`src/rtl/pattern_ack_handler.sv`:
```
// Acknowledges pattern-detector matches: counts/timestamps them, raises irq, re-arms detector.
// Latency: ack falls 1 cycle after found_pattern is sampled; held low >= ACK_LOW_CYCLES cycles.
// Backpressure: detector is held (ack=0) until host clears irq or the optional timeout expires.
module pattern_ack_handler #(
    parameter int ACK_LOW_CYCLES = 4,
    parameter int CNT_WIDTH      = 8,
    parameter int TS_WIDTH       = 16,
    parameter int TIMEOUT_CYCLES = 0
) (
    input  logic                 clk,
    input  logic                 reset_sync,
    input  logic                 found_pattern,
    input  logic                 irq_clear,
    output logic                 ack,
    output logic                 irq,
    output logic [CNT_WIDTH-1:0] match_count,
    output logic                 count_sat,
    output logic [TS_WIDTH-1:0]  last_timestamp,
    output logic                 timeout_flag,
    output logic                 busy
);

    typedef enum logic [1:0] {IDLE, HOLD, WAIT_CLR, REARM} state_t;

    localparam int TO_W = (TIMEOUT_CYCLES > 1) ? $clog2(TIMEOUT_CYCLES) : 1;
    localparam logic [7:0]           HOLD_LAST = 8'(ACK_LOW_CYCLES - 1);
    localparam logic [TO_W-1:0]      TO_LAST   = TO_W'((TIMEOUT_CYCLES > 0) ? TIMEOUT_CYCLES - 1 : 0);
    localparam logic [CNT_WIDTH-1:0] CNT_MAX   = '1;

    state_t               state, state_nxt;
    logic [TS_WIDTH-1:0]  ts_cnt;
    logic [7:0]           hold_cnt, hold_nxt;
    logic [TO_W-1:0]      to_cnt, to_nxt;
    logic                 clr_pending, clr_pend_nxt;
    logic                 irq_nxt;
    logic [CNT_WIDTH-1:0] cnt_nxt;
    logic                 sat_nxt;
    logic [TS_WIDTH-1:0]  ts_last_nxt;
    logic                 tflag_nxt;

    always_comb begin
        state_nxt    = state;
        hold_nxt     = hold_cnt;
        to_nxt       = to_cnt;
        clr_pend_nxt = clr_pending;
        irq_nxt      = irq;
        cnt_nxt      = match_count;
        sat_nxt      = count_sat;
        ts_last_nxt  = last_timestamp;
        tflag_nxt    = timeout_flag;

        case (state)
            IDLE: begin
                // A detection takes priority over a coincident clear.
                if (found_pattern) begin
                    state_nxt    = HOLD;
                    irq_nxt      = 1'b1;
                    hold_nxt     = '0;
                    clr_pend_nxt = 1'b0;
                    ts_last_nxt  = ts_cnt;
                    if (match_count != CNT_MAX) begin
                        cnt_nxt = match_count + 1'b1;
                    end
                    if (cnt_nxt == CNT_MAX) begin
                        sat_nxt = 1'b1;
                    end
                end else if (irq_clear) begin
                    irq_nxt = 1'b0;
                end
            end
            HOLD: begin
                hold_nxt = hold_cnt + 8'd1;
                if (irq_clear) begin
                    clr_pend_nxt = 1'b1;
                    irq_nxt      = 1'b0;
                end
                if (hold_cnt == HOLD_LAST) begin
                    to_nxt    = '0;
                    state_nxt = (clr_pending || irq_clear) ? REARM : WAIT_CLR;
                end
            end
            WAIT_CLR: begin
                if (irq_clear) begin
                    irq_nxt   = 1'b0;
                    state_nxt = REARM;
                end else if ((TIMEOUT_CYCLES > 0) && (to_cnt == TO_LAST)) begin
                    state_nxt = REARM;
                    tflag_nxt = 1'b1;
                end else begin
                    to_nxt = to_cnt + 1'b1;
                end
            end
            REARM: begin
                if (irq_clear) begin
                    irq_nxt = 1'b0;
                end
                if (!found_pattern) begin
                    state_nxt = IDLE;
                end
            end
            default: state_nxt = IDLE;
        endcase
    end

    always_ff @(posedge clk or negedge reset_sync) begin
        if (!reset_sync) begin
            state          <= IDLE;
            ts_cnt         <= '0;
            hold_cnt       <= '0;
            to_cnt         <= '0;
            clr_pending    <= 1'b0;
            ack            <= 1'b1;
            irq            <= 1'b0;
            match_count    <= '0;
            count_sat      <= 1'b0;
            last_timestamp <= '0;
            timeout_flag   <= 1'b0;
            busy           <= 1'b0;
        end else begin
            state          <= state_nxt;
            ts_cnt         <= ts_cnt + 1'b1;
            hold_cnt       <= hold_nxt;
            to_cnt         <= to_nxt;
            clr_pending    <= clr_pend_nxt;
            ack            <= (state_nxt == IDLE) || (state_nxt == REARM);
            irq            <= irq_nxt;
            match_count    <= cnt_nxt;
            count_sat      <= sat_nxt;
            last_timestamp <= ts_last_nxt;
            timeout_flag   <= tflag_nxt;
            busy           <= (state_nxt != IDLE);
        end
    end

endmodule

```
`config.mk`:
```
export PLATFORM = sky130hd
export DESIGN_NAME = pattern_ack_handler
export DESIGN_NICKNAME = d
export VERILOG_FILES = /design/src/rtl/pattern_ack_handler.sv
export SDC_FILE = /design/constraint.sdc
export NUM_CORES = 1
export LEC_CHECK = 0
export CAP_MARGIN = 40
export CORE_MARGIN = 10
export CORE_UTILIZATION = 51
export CTS_CLUSTER_SIZE = 28
export DETAILED_ROUTE_END_ITERATION = 10
export GPL_TIMING_DRIVEN = 1
export PLACE_DENSITY = 0.75
export SLEW_MARGIN = 20
export SYNTH_ARGS = -nofsm -noshare
export SYNTH_HDL_FRONTEND = slang
export SYNTH_SLANG_ARGS = --single-unit
export TNS_END_PERCENT = 100
```
`constraint.sdc`:
```
create_clock -name clk -period 2.9 [get_ports clk]
set_clock_uncertainty 0.05 [all_clocks]
set_input_delay 0.58 -clock clk [delete_from_list [all_inputs] [get_ports clk]]
set_output_delay 0.58 -clock clk [all_outputs]
set_load 0.03 [all_outputs]
```
# Word level (Yosys, flattened, before mapping)
# Index checks and enable logic that the tools add are counted.
classes:
  add_sub_neg: 3
  muxes: 17
  eq_ne: 9
  reduce_logical: 11
ops:
  columns: ["cell", "count"]
  rows:
  - ["$mux W8", 4]
  - ["$add A16 B1 Y16 const B", 1]
  - ["$add A8 B1 Y8 const B", 2]
  - ["$pmux W8 S2", 1]
  - ["$eq A8 B2 Y1 const B", 1]
  - ["$eq A8 B8 Y1 const B", 1]
  - ["$mux W2", 4]
  - ["$ne A8 B8 Y1 const B", 1]
  - ["$pmux W2 S4", 1]
  - ["$eq A2 B2 Y1 const B", 3]
  - ["$reduce_and A3 Y1", 2]
  - ["$mux W1", 5]
  - ["$logic_not A2 Y1", 2]
  - ["$ne A2 B2 Y1 const B", 2]
  - ["$pmux W1 S2", 2]
  - ["$reduce_and A2 Y1", 2]
  - ["$reduce_bool A2 Y1", 2]
  - ["$reduce_or A3 Y1", 1]
  - ["$eq A2 B1 Y1 const B", 1]
  - ["$logic_or A1 B1 Y1", 2]
totals:
  reg_bits: 55
  in_bits: 4

# Longest topological paths before layout
# Gate-level depths: netlist (run 1).
logic_depth:
  ltp_word: 6
  mapped_depth: 6

# Least setup slack after synthesis (run 1)
# OpenSTA, ideal clock, no wires.
synth_timing:
  path_kind: "register to register"
  start: "reg match_count[0]"
  end: "reg match_count[1]"
  path_stages_with_launch: 6
  required_ns: 2.725
  arrival_ns: 1.717
  slack_ns: 1.008
  synth_period_minus_slack_ns: 1.892
  path_cell_list: "dfrtp_1 -> ha_1 -> buf_2 -> nand3_1 -> o21ai_1 -> mux2_2"
synth_between:
  elab_chain_len: 4
  elab_cells_between_ends: 5
  cone_classes: "add/sub: 1; eq/ne: 1; mux: 3"
synth_rtl:
  columns: ["item", "line", "rtl"]
  rows:
  - ["start, declared", "16", "output logic [CNT_WIDTH-1:0] match_count,"]
  - ["start signal, assigned", "127", "match_count <= cnt_nxt;"]
  - ["$add A8 B1 Y8 / $ne A8 B8 Y1 (equally long branches)", "62, 61", null]
  - ["$mux W8 *", "61", "if (match_count != CNT_MAX) begin"]
  - ["$mux W8 *", "55", "if (found_pattern) begin"]
  - ["$mux W8 *", "52", "case (state)"]
# Mark *: on every way between the ends. The rest lies on a longest branch, timed or not. The select of a mux whose other input is x is not followed.
# A chain may end at the register's enable or synchronous reset.

# Worst setup path after layout (run 1)
layout_timing:
  start: "reg match_count[3]"
  end: "out match_count[3]"
# No word-level cell between the ends.

==> results.yml, run 1 <==
worst_setup_path:
  required_ps: 2270
  reg2reg_from: "match_count[0]"
  path_cells: "clkdlybuf4s50_1"
  path_class: "flop to output port"
  crit_buf_inv: 1
  critPathSlowestCell: "clkdlybuf4s50_1"
  critPathMaxStageDelay_ps: 740
  critPathCaptureType: "output port"
  r2r.worst_path.cells: 4
  startpoint_type: "flop"
  r2r-end: "match_count[1]"
  cp.arrival_ps: 1620
  critPathMaxFanout: 12
  crit_family: "buffers and inverters"
  r2r_setup_slack_ps: 960
die:
  num_rows: 25
  io_pins: 33
  initial_core_util: 0.5245
  fp.dieW_um: 89.47
  dieArea_um2: 8004
  core-area_um2: 4692
  die_h_um: 89.47
sta:
  hold_viol_final: 0
  layout_setup_ws_ps: 653.1
  fmax_ghz: 0.4451
  setup_tns_ps: 0
  finalCritPeriodShare: 0.7748
  finalSetupViolations: 0
  min_period_ps: 2247
  finalMaxSlewViolations: 0
  rsz0062_at_grt: "false"
global_routing:
  grt_overflow: 0
  gr-usage-all-layers: 0.1300
  grt_pass1_vias: 1760
  antenna_found_initial: 0
  grt_max_degree: 27
  grt_pass1_wl_mm: 8.176
place:
  io_buffers: 31
  pre_cts_slack_ps: 715.5
  place_area_um2: 2825
  place.gp.congestion: 0.8021
  hpwl_mm: 3.440
synthesis:
  synth_xor_xnor_area_share: 0.06050
  synthCells: 244
  synth_ff_type: "dfrtp_1"
  synth_seq_cells: 55
  synth_cell_types: 43
  synth_compound_area_frac: 0.1027
  synthMuxAreaShare: 0.01373
  synth_top_family_by_area: "simple AND/OR/NAND/NOR gates"
  synthArstFlopShare: 1.000
  synth_edf_count: 0
  synth_area_um2: 2461
  synthSimpleGateAreaFrac: 0.2150
  synthAdderAreaFrac: 0.02034
  yosysWarnings: 0
  ys_seq_area_frac: 0.5597
  avgSynthCellArea_um2: 10.09
  syn_nets: 252
final_layout:
  fin_util: 0.6195
  fin_area_um2: 2907
  nets: 286
  drive_gt1_frac: 0.07885
  syn2layout_area_growth_pct: 18.10
  num_antenna_cells: 0
clock_network:
  cts_tree: "yes"
  cts_resized: 0
  clockBufferDepth: 2
  clock_tree.root_cell: "clkbuf_8"
  clk_latency_ps: 300
  cts_sinks: 55
  cts_buffers: 5
  post-cts-setup-buffers: 0
  holdBufCountCts: 0
  htree_levels: 2
  clkTransAtPathRegs_ps: 90
pwr:
  switchingPower_uw: 902.0
  p_int_mw: 1.428
  p_leak_nw: 1.352
  comb_power_share: 0.357
  p_seq_frac: 0.467
  p_per_area_nw_per_um2: 801.7
  switching_share: 0.3871
  clock_power_share: 0.176
  ir_drop_mv: 0.6563
routing:
  ant_nets: 0
  first_pass_iters: 4
  routed_wl_mm: 4.779
  num_vias: 1764
  drc: 0
  wl_per_cell_um: 14.35
  via_per_inst: 5.297
  drtIter0Drc: 104
hold_path:
  hold_class: "input pin to asynchronous set/reset pin"
run:
  maxCapViolCount: 0
status:
  status: "completed"
layout make-up:
cell class,instances,area [um^2]
clock inverters,1,5.005
repair buffers,36,342.8
well taps,54,67.56
flip-flops and latches,55,1378
clock buffers,7,76.32
inverters,5,18.77
fillers,407,1785
multi-input cells,175,1018
cell usage after synthesis (all sizes together) (2+ instances only):
master	number	area, um^2
a21oi	7	35.03
a31oi	2	12.51
and3	6	37.54
and4	3	26.28
buf	8	42.54
dfrtp	54	1351
ha	4	50.05
inv	5	18.77
mux2	3	33.78
nand2	67	254.0
nand2b	3	18.77
nand3	12	60.06
nand4	5	31.28
nor2	5	18.77
nor2b	2	12.51
nor3	2	10.01
o211ai	4	35.03
o21a	2	15.01
o21ai	13	65.06
o31ai	3	22.52
xnor2	14	122.6
xor2	3	26.28
through the flow:
stage	power, mW	std cells	hold WS [ps]
floorplan	1.620	244	234.4
global placement	1.929	325	405.2
detailed placement	1.942	325	408.1
CTS	2.359	333	133.9
global route	2.495	333	146.5
finish	2.330	333	129.6
how the worst max path moves through the flow:
stage | from | end | cells after the start
3_3_place_gp | irq_clear | ack | 6
4_1_cts | match_count[3] | match_count[3] | 1
3_5_place_dp | found_pattern | match_count[1] | 5
5_1_grt | match_count[3] | match_count[3] | 1
6_report | match_count[3] | match_count[3] | 1
2_1_floorplan | match_count[0] | match_count[1] | 5
per-layer routing:
| metal | vias to the layer above | wire length, um | part of all wire | track usage |
|---|---|---|---|---|
| met2 | 26 | 2235 | 0.47 | 0.2053 |
| met1 | 833 | 2246 | 0.47 | 0.1634 |
| met4 | 0 | 71 | 0.015 | 0.05636 |
| li1 | 899 | - | - | - |
| met3 | 6 | 226 | 0.047 | 0.03464 |
| met5 | - | 0 | 0 | 0 |
state kept, by name, summed over array words and instances (netlist names):
register        flops
hold_cnt            8
ts_cnt             16
irq                 1
match_count         8
state               2
last_timestamp     16
busy                1
count_sat           1
clr_pending         1
ack                 1
placed cells by master (no fill, tap or decap), drive strengths merged, types with 2 or more instances in the layout:
cell / count
nor2b: 2
o21a: 2
and3: 6
and4: 3
inv: 5
dfrtp: 54
nand2b: 3
xnor2: 14
xor2: 3
o21ai: 13
a21oi: 7
a31oi: 2
o31ai: 3
nor3: 2
mux2: 3
nand4: 5
o211ai: 4
nand2: 67
nand3: 12
clkbuf: 7
nor2: 5
buf: 6
ha: 4
clkdlybuf4s50: 30
power groups by stage:
stage	Combinational [mW]	Clock, mW	Sequential, mW
floorplan	0.391	0	1.23
global placement	0.832	0	1.10
detailed placement	0.842	0	1.10
CTS	0.846	0.424	1.09
global route	0.927	0.452	1.12
finish	0.832	0.410	1.09
cell families (layout without fill, tap and decap cells):
family                   Yosys count  after routing
AND/OR/NAND/NOR                  111            111
flip-flops                        55             55
AO/OA/AOI/OAI                     39             39
XOR/XNOR                          17             17
buffers and inverters             14             49
adder cells (fa/ha/maj)            4              4
multiplexers                       3              3
other                              1              1
Power figures use the tool's default switching activity.
==> run 2: changes to the inputs <==
CORE_UTILIZATION = 49   (was 51)
clock period = 2 ns   (was 2.9 ns; I/O delays follow)
==> run 2 against run 1 <==
  * Sequential share of layout area down 1.5 points
  * Register-to-register slack got worse by 640 ps
  * Design area up 3.3%
  * Via count up 4.2%
  * Critical endpoint is now match_count[5]
  * Largest cell class unchanged
==> results.yml, run 2 (synthesis results as in run 1) <==
clock_network:
  clk_latency_ps: 300
  cts_buffers: 5
  clockBufferDepth: 2
  htree_levels: 2
  clkTransAtPathRegs_ps: 90
  holdBufCountCts: 0
  cts_tree: "yes"
  cts_sinks: 55
  clock_tree.root_cell: "clkbuf_8"
sta:
  hold_viol_final: 0
  fmax_ghz: 0.5134
  min_period_ps: 1948
  finalSetupViolations: 0
  finalCritPeriodShare: 0.9739
  setup_tns_ps: 0
  holdWs_ps: 24.70
  finalMaxSlewViolations: 0
final_layout:
  syn2layout_area_growth_pct: 22.01
  layout_commonest_cell: "nand2_1"
  num_antenna_cells: 0
  layout_common_cells: "nand2_1 (66), dfrtp_1 (54), clkdlybuf4s50_1 (26)"
  top_regs: "last_timestamp x16, ts_cnt x16"
  fin_area_um2: 3003
  drive_gt1_frac: 0.1049
  final.fill_count: 400
  seqCellArea_um2: 1378
  finalNonFillerCells: 353
  multi_input_area_um2: 1018
  nets: 293
global_routing:
  grt_pass1_vias: 1843
  grt_overflow: 0
  gr-usage-all-layers: 0.1209
  grt_pass1_wl_mm: 8.528
  antenna_found_initial: 0
  grt_max_degree: 56
place:
  hpwl_mm: 3.287
  dp_cells: 345
  io_buffers: 31
  place.gp.congestion: 0.8364
  place_area_um2: 2907
worst_setup_path:
  cp.arrival_ps: 1500
  required_ps: 1550
  path_cells: "clkdlybuf4s50_1"
  critPathMaxFanout: 6
  critPathMaxStageDelay_ps: 720
  startpoint_type: "flop"
  crit_buf_inv: 1
  critPathCaptureType: "output port"
  crit_family: "buffers and inverters"
  critPathSlowestCell: "clkdlybuf4s50_1"
  path_class: "flop to output port"
die:
  dieArea_um2: 8257
  io_pins: 33
  fp.dieW_um: 90.87
  core-area_um2: 4786
  initial_core_util: 0.5142
  die_h_um: 90.87
  num_rows: 25
routing:
  routed_wl_mm: 4.740
  drc: 0
  wl_met1_mm: 2.254
  drtIter0Drc: 171
  num_vias: 1838
  routed-wl-met3_um: 353
  wl_met2_mm: 2.079
  ant_nets: 0
  wl_per_cell_um: 13.43
  via_per_inst: 5.207
  first_pass_iters: 4
  top_layer_used: "met4"
status:
  status: "completed"
pwr:
  ir_drop_mv: 1.006
  p_per_area_nw_per_um2: 1143
  design_power_total_mw: 3.433
  p_leak_nw: 1.442
run:
  maxCapViolCount: 0
hold_path:
  hold_class: "input pin to asynchronous set/reset pin"
-- run 2: changes by cell type in the layout (fill, tap and decap cells not counted), sizes merged --
cell,delta
clkdlybuf4s50,-4
clkinv,+1
buf,+7
clkbuf,-1
dlymetal6s2s,+3
dlygate4sd2,+1
-- run 2: metrics by stage --
stage / utilization / worst slack, ps
after floorplan: - / 107.8
after global placement: 0.6073 / 80.81
after detailed placement: 0.6073 / 10.88
after CTS: 0.6259 / 25.77
after global routing: 0.6275 / -9.506
final: 0.6275 / 52.21
-- run 2: layer usage --
metal,up-vias,global-route usage
met5,-,0
met4,0,0.03916
met3,6,0.04738
met2,42,0.1875
met1,876,0.1503
li1,914,-
-- run 2: layout make-up --
class                           instances  share of cell area
Tap cell                               67             0.02792
Sequential cell                        55              0.4587
Clock buffer                            6             0.02417
Multi-Input combinational cell        175              0.3392
Timing Repair Buffer                   43              0.1379
Inverter                                5            0.006250
Clock inverter                          2            0.005833
-- run 2: power breakdown --
group          internal [mW]  switching (mW)
clock network          0.252           0.356
logic                  0.527           0.738
registers               1.32           0.236
total                   2.10            1.33
-- run 2: repair_timing --
action,4_1_cts,5_1_grt
setup endpoints to repair,1,3
gates resized for setup,1,3
buffers inserted,0,0
-- run 2: final timing paths --
check                              startpoint            endpoint  slack [ps]  cells after the start
hold / removal                     reset_sync            state[0]          20                      2
min in group clk           last_timestamp[13]  last_timestamp[13]         430                      2
hold reg to reg            last_timestamp[13]  last_timestamp[13]         430                      2
setup reg to reg                     state[0]                 ack         320                      5
setup / recovery               match_count[5]      match_count[5]          50                      1
max in group asynchronous          reset_sync                 ack        1610                      2
==> run 3: changes to the inputs <==
ABC_AREA = 1   (was not set)
GPL_TIMING_DRIVEN = 0   (was 1)
==> run 3 against run 2 <==
  * Design area is 1.6% higher
  * Flip-flop and latch count unchanged
  * Clock power decreased by 2%
  * Die area is 3.2% higher
  * Clock-buffer cell count is the same
  * Non-clock buffer count decreased by 6
  * Critical path type unchanged
  * Highest routed layer unchanged
==> results.yml, run 3 <==
status:
  status: "completed"
global_routing:
  antenna_found_initial: 0
  grt_overflow: 0
  grt_pass1_wl_mm: 8.907
  grt_pass1_vias: 2045
  gr-usage-all-layers: 0.1261
  grtUsageMet1: 0.1422
  grt_max_degree: 56
  grt_busiest_layer: "met2"
  met2_usage: 0.2176
  met3_usage: 0.04036
die:
  core-area_um2: 5075
  io_pins: 33
  num_rows: 26
  dieArea_um2: 8522
  fp.dieW_um: 92.32
  initial_core_util: 0.5049
  die_h_um: 92.32
worst_setup_path:
  critPathCaptureType: "output port"
  critPathSlowestCell: "clkdlybuf4s50_1"
  r2r.worst_path.cells: 8
  crit_buf_inv: 1
  crit_family: "buffers and inverters"
  reg2reg_from: "state[0]"
  r2r_setup_slack_ps: 240
  path_class: "flop to output port"
  cp.arrival_ps: 1500
  startpoint_type: "flop"
  path_cells: "clkdlybuf4s50_1"
  r2r-end: "ack"
  critPathMaxFanout: 6
  required_ps: 1550
  critPathMaxStageDelay_ps: 740
final_layout:
  finalNonFillerCells: 399
  layout_commonest_cell: "nand2_1"
  drive_gt1_frac: 0.09422
  nets: 336
  layout_common_cells: "nand2_1 (77), dfrtp_1 (54), inv_1 (38)"
  fin_area_um2: 3050
  final.fill_count: 456
  syn2layout_area_growth_pct: 19.04
  top_regs: "last_timestamp x16, ts_cnt x16"
  num_antenna_cells: 0
synthesis:
  synth_most_common_cell: "nand2_1"
  synth_top_area_share: 0.5273
  synth_cell_types: 31
  synth_seq_cells: 55
  synth_top_area_cell: "dfrtp_1"
  ys_seq_area_frac: 0.5376
  synthMuxAreaShare: 0
  yosysWarnings: 0
  netlist_top_cells_area: "dfrtp_1 (53%), nand2_1 (11%), xor2_1 (5.8%)"
  synth_area_um2: 2562
  synthCells: 290
  synth_xor_xnor_area_share: 0.06152
  netlist_top_cells_count: "nand2_1 (77), dfrtp_1 (54), inv_1 (38)"
  avgSynthCellArea_um2: 8.836
  syn_nets: 298
  synthArstFlopShare: 1.000
  synthAdderAreaFrac: 0.01953
  synth_top_family_by_area: "simple AND/OR/NAND/NOR gates"
  synthSimpleGateAreaFrac: 0.2344
  synth_edf_count: 0
  synth_compound_area_frac: 0.07275
  synth_ff_type: "dfrtp_1"
clock_network:
  cts_sinks: 55
  clk_latency_ps: 310
  clkTransAtPathRegs_ps: 100
  clockBufferDepth: 2
  cts_tree: "yes"
  post-cts-setup-buffers: 0
  clock_tree.root_cell: "clkbuf_8"
  cts_buffers: 5
  htree_levels: 2
routing:
  first_pass_iters: 4
  drc: 0
  num_vias: 1882
  wl_per_cell_um: 12.44
  via_per_inst: 4.717
  ant_nets: 0
  drtIter0Drc: 116
  routed_wl_mm: 4.965
pwr:
  p_leak_nw: 1.497
  p_per_area_nw_per_um2: 1179
  ir_drop_mv: 0.5673
sta:
  rsz0062_at_grt: "false"
  hold_viol_final: 0
  finalSetupViolations: 0
  min_period_ps: 1953
  finalMaxSlewViolations: 0
  fmax_ghz: 0.5119
  worst_pin_slew_ps: 671.3
  max-slew-margin-rel: 0.5524
  finalCritPeriodShare: 0.9767
place:
  hpwl_mm: 3.648
  io_buffers: 31
  dp_cells: 391
  place.gp.congestion: 0.8316
  place_area_um2: 2958
run:
  maxCapViolCount: 0
hold_path:
  hold_class: "input pin to asynchronous set/reset pin"
[run 3: changes by cell type after synthesis, sizes merged, moves of 5 or more]
cell,change
a21oi,-7
nor2,+17
nand2,+13
o21ai,+12
inv,+35
xor2,+14
nand3,+8
xnor2,-13
nand4,-5
and3,-6
[run 3: per-layer routing]
| metal | up-vias | wire length (um) |
|---|---|---|
| met2 | 25 | 2398 |
| met1 | 873 | 2245 |
| li1 | 976 | - |
| met3 | 8 | 237 |
| met5 | - | 0 |
| met4 | 0 | 83 |
[run 3: worst max-delay path by stage]
| stage | start | end | slack, ps | cells after the start |
|---|---|---|---|---|
| finish | match_count[0] | match_count[0] | 50 | 1 |
| global route | match_count[0] | match_count[0] | 6 | 1 |
| CTS | match_count[2] | match_count[2] | 6 | 1 |
| detailed placement | found_pattern | ack | -130 | 8 |
| global placement | reset_sync | last_timestamp[1] | -1200 | 1 |
| floorplan | match_count[0] | count_sat | 360 | 11 |
[run 3: layout make-up]
cell class	instances	area, um^2	area share
Tap cell	70	87.58	0.02871
Buffer	6	31.28	0.01025
Sequential cell	55	1378	0.4516
Clock buffer	6	72.57	0.02379
Inverter	41	155.1	0.05086
Clock inverter	2	12.51	0.004102
Timing Repair Buffer	31	315.3	0.1034
Multi-Input combinational cell	188	998.5	0.3273
[run 3: kinds of logic (layout without fill, tap and decap cells)]
kind of cell | Yosys count | count (layout)
and+or+nand+nor | 132 | 132
DFF | 55 | 55
other | 1 | 1
AOI/OAI and AO/OA | 33 | 33
xor gates and xnor gates | 18 | 18
buffers and inverters | 47 | 86
adders and majority gates | 4 | 4
[run 3: where the power goes]
| part | internal (mW) | switching (mW) |
|---|---|---|
| sequential | 1.34 | 0.203 |
| combinational | 0.545 | 0.909 |
| clock | 0.246 | 0.349 |
[run 3: stage by stage]
stage | hold slack [ps] | setup WS [ps] | utilization | TNS [ps] | power, mW
final | 62.73 | 46.53 | 0.6011 | 0 | 3.596
after global routing | 114.5 | 5.565 | 0.6011 | 0 | 3.878
after CTS | 95.70 | 6.326 | 0.5996 | 0 | 3.645
after detailed placement | 399.3 | -132.7 | 0.5828 | -209.4 | 3.047
after global placement | 396.9 | -1203 | 0.5833 | -65650 | 3.008
after floorplan | 54.41 | 364.2 | - | 0 | 2.515
[run 3: repair_timing]
action	CTS	global route
endpoints found under the hold margin	0	0
setup endpoints to repair	0	3
hold buffers	0	0
resized for setup	0	3
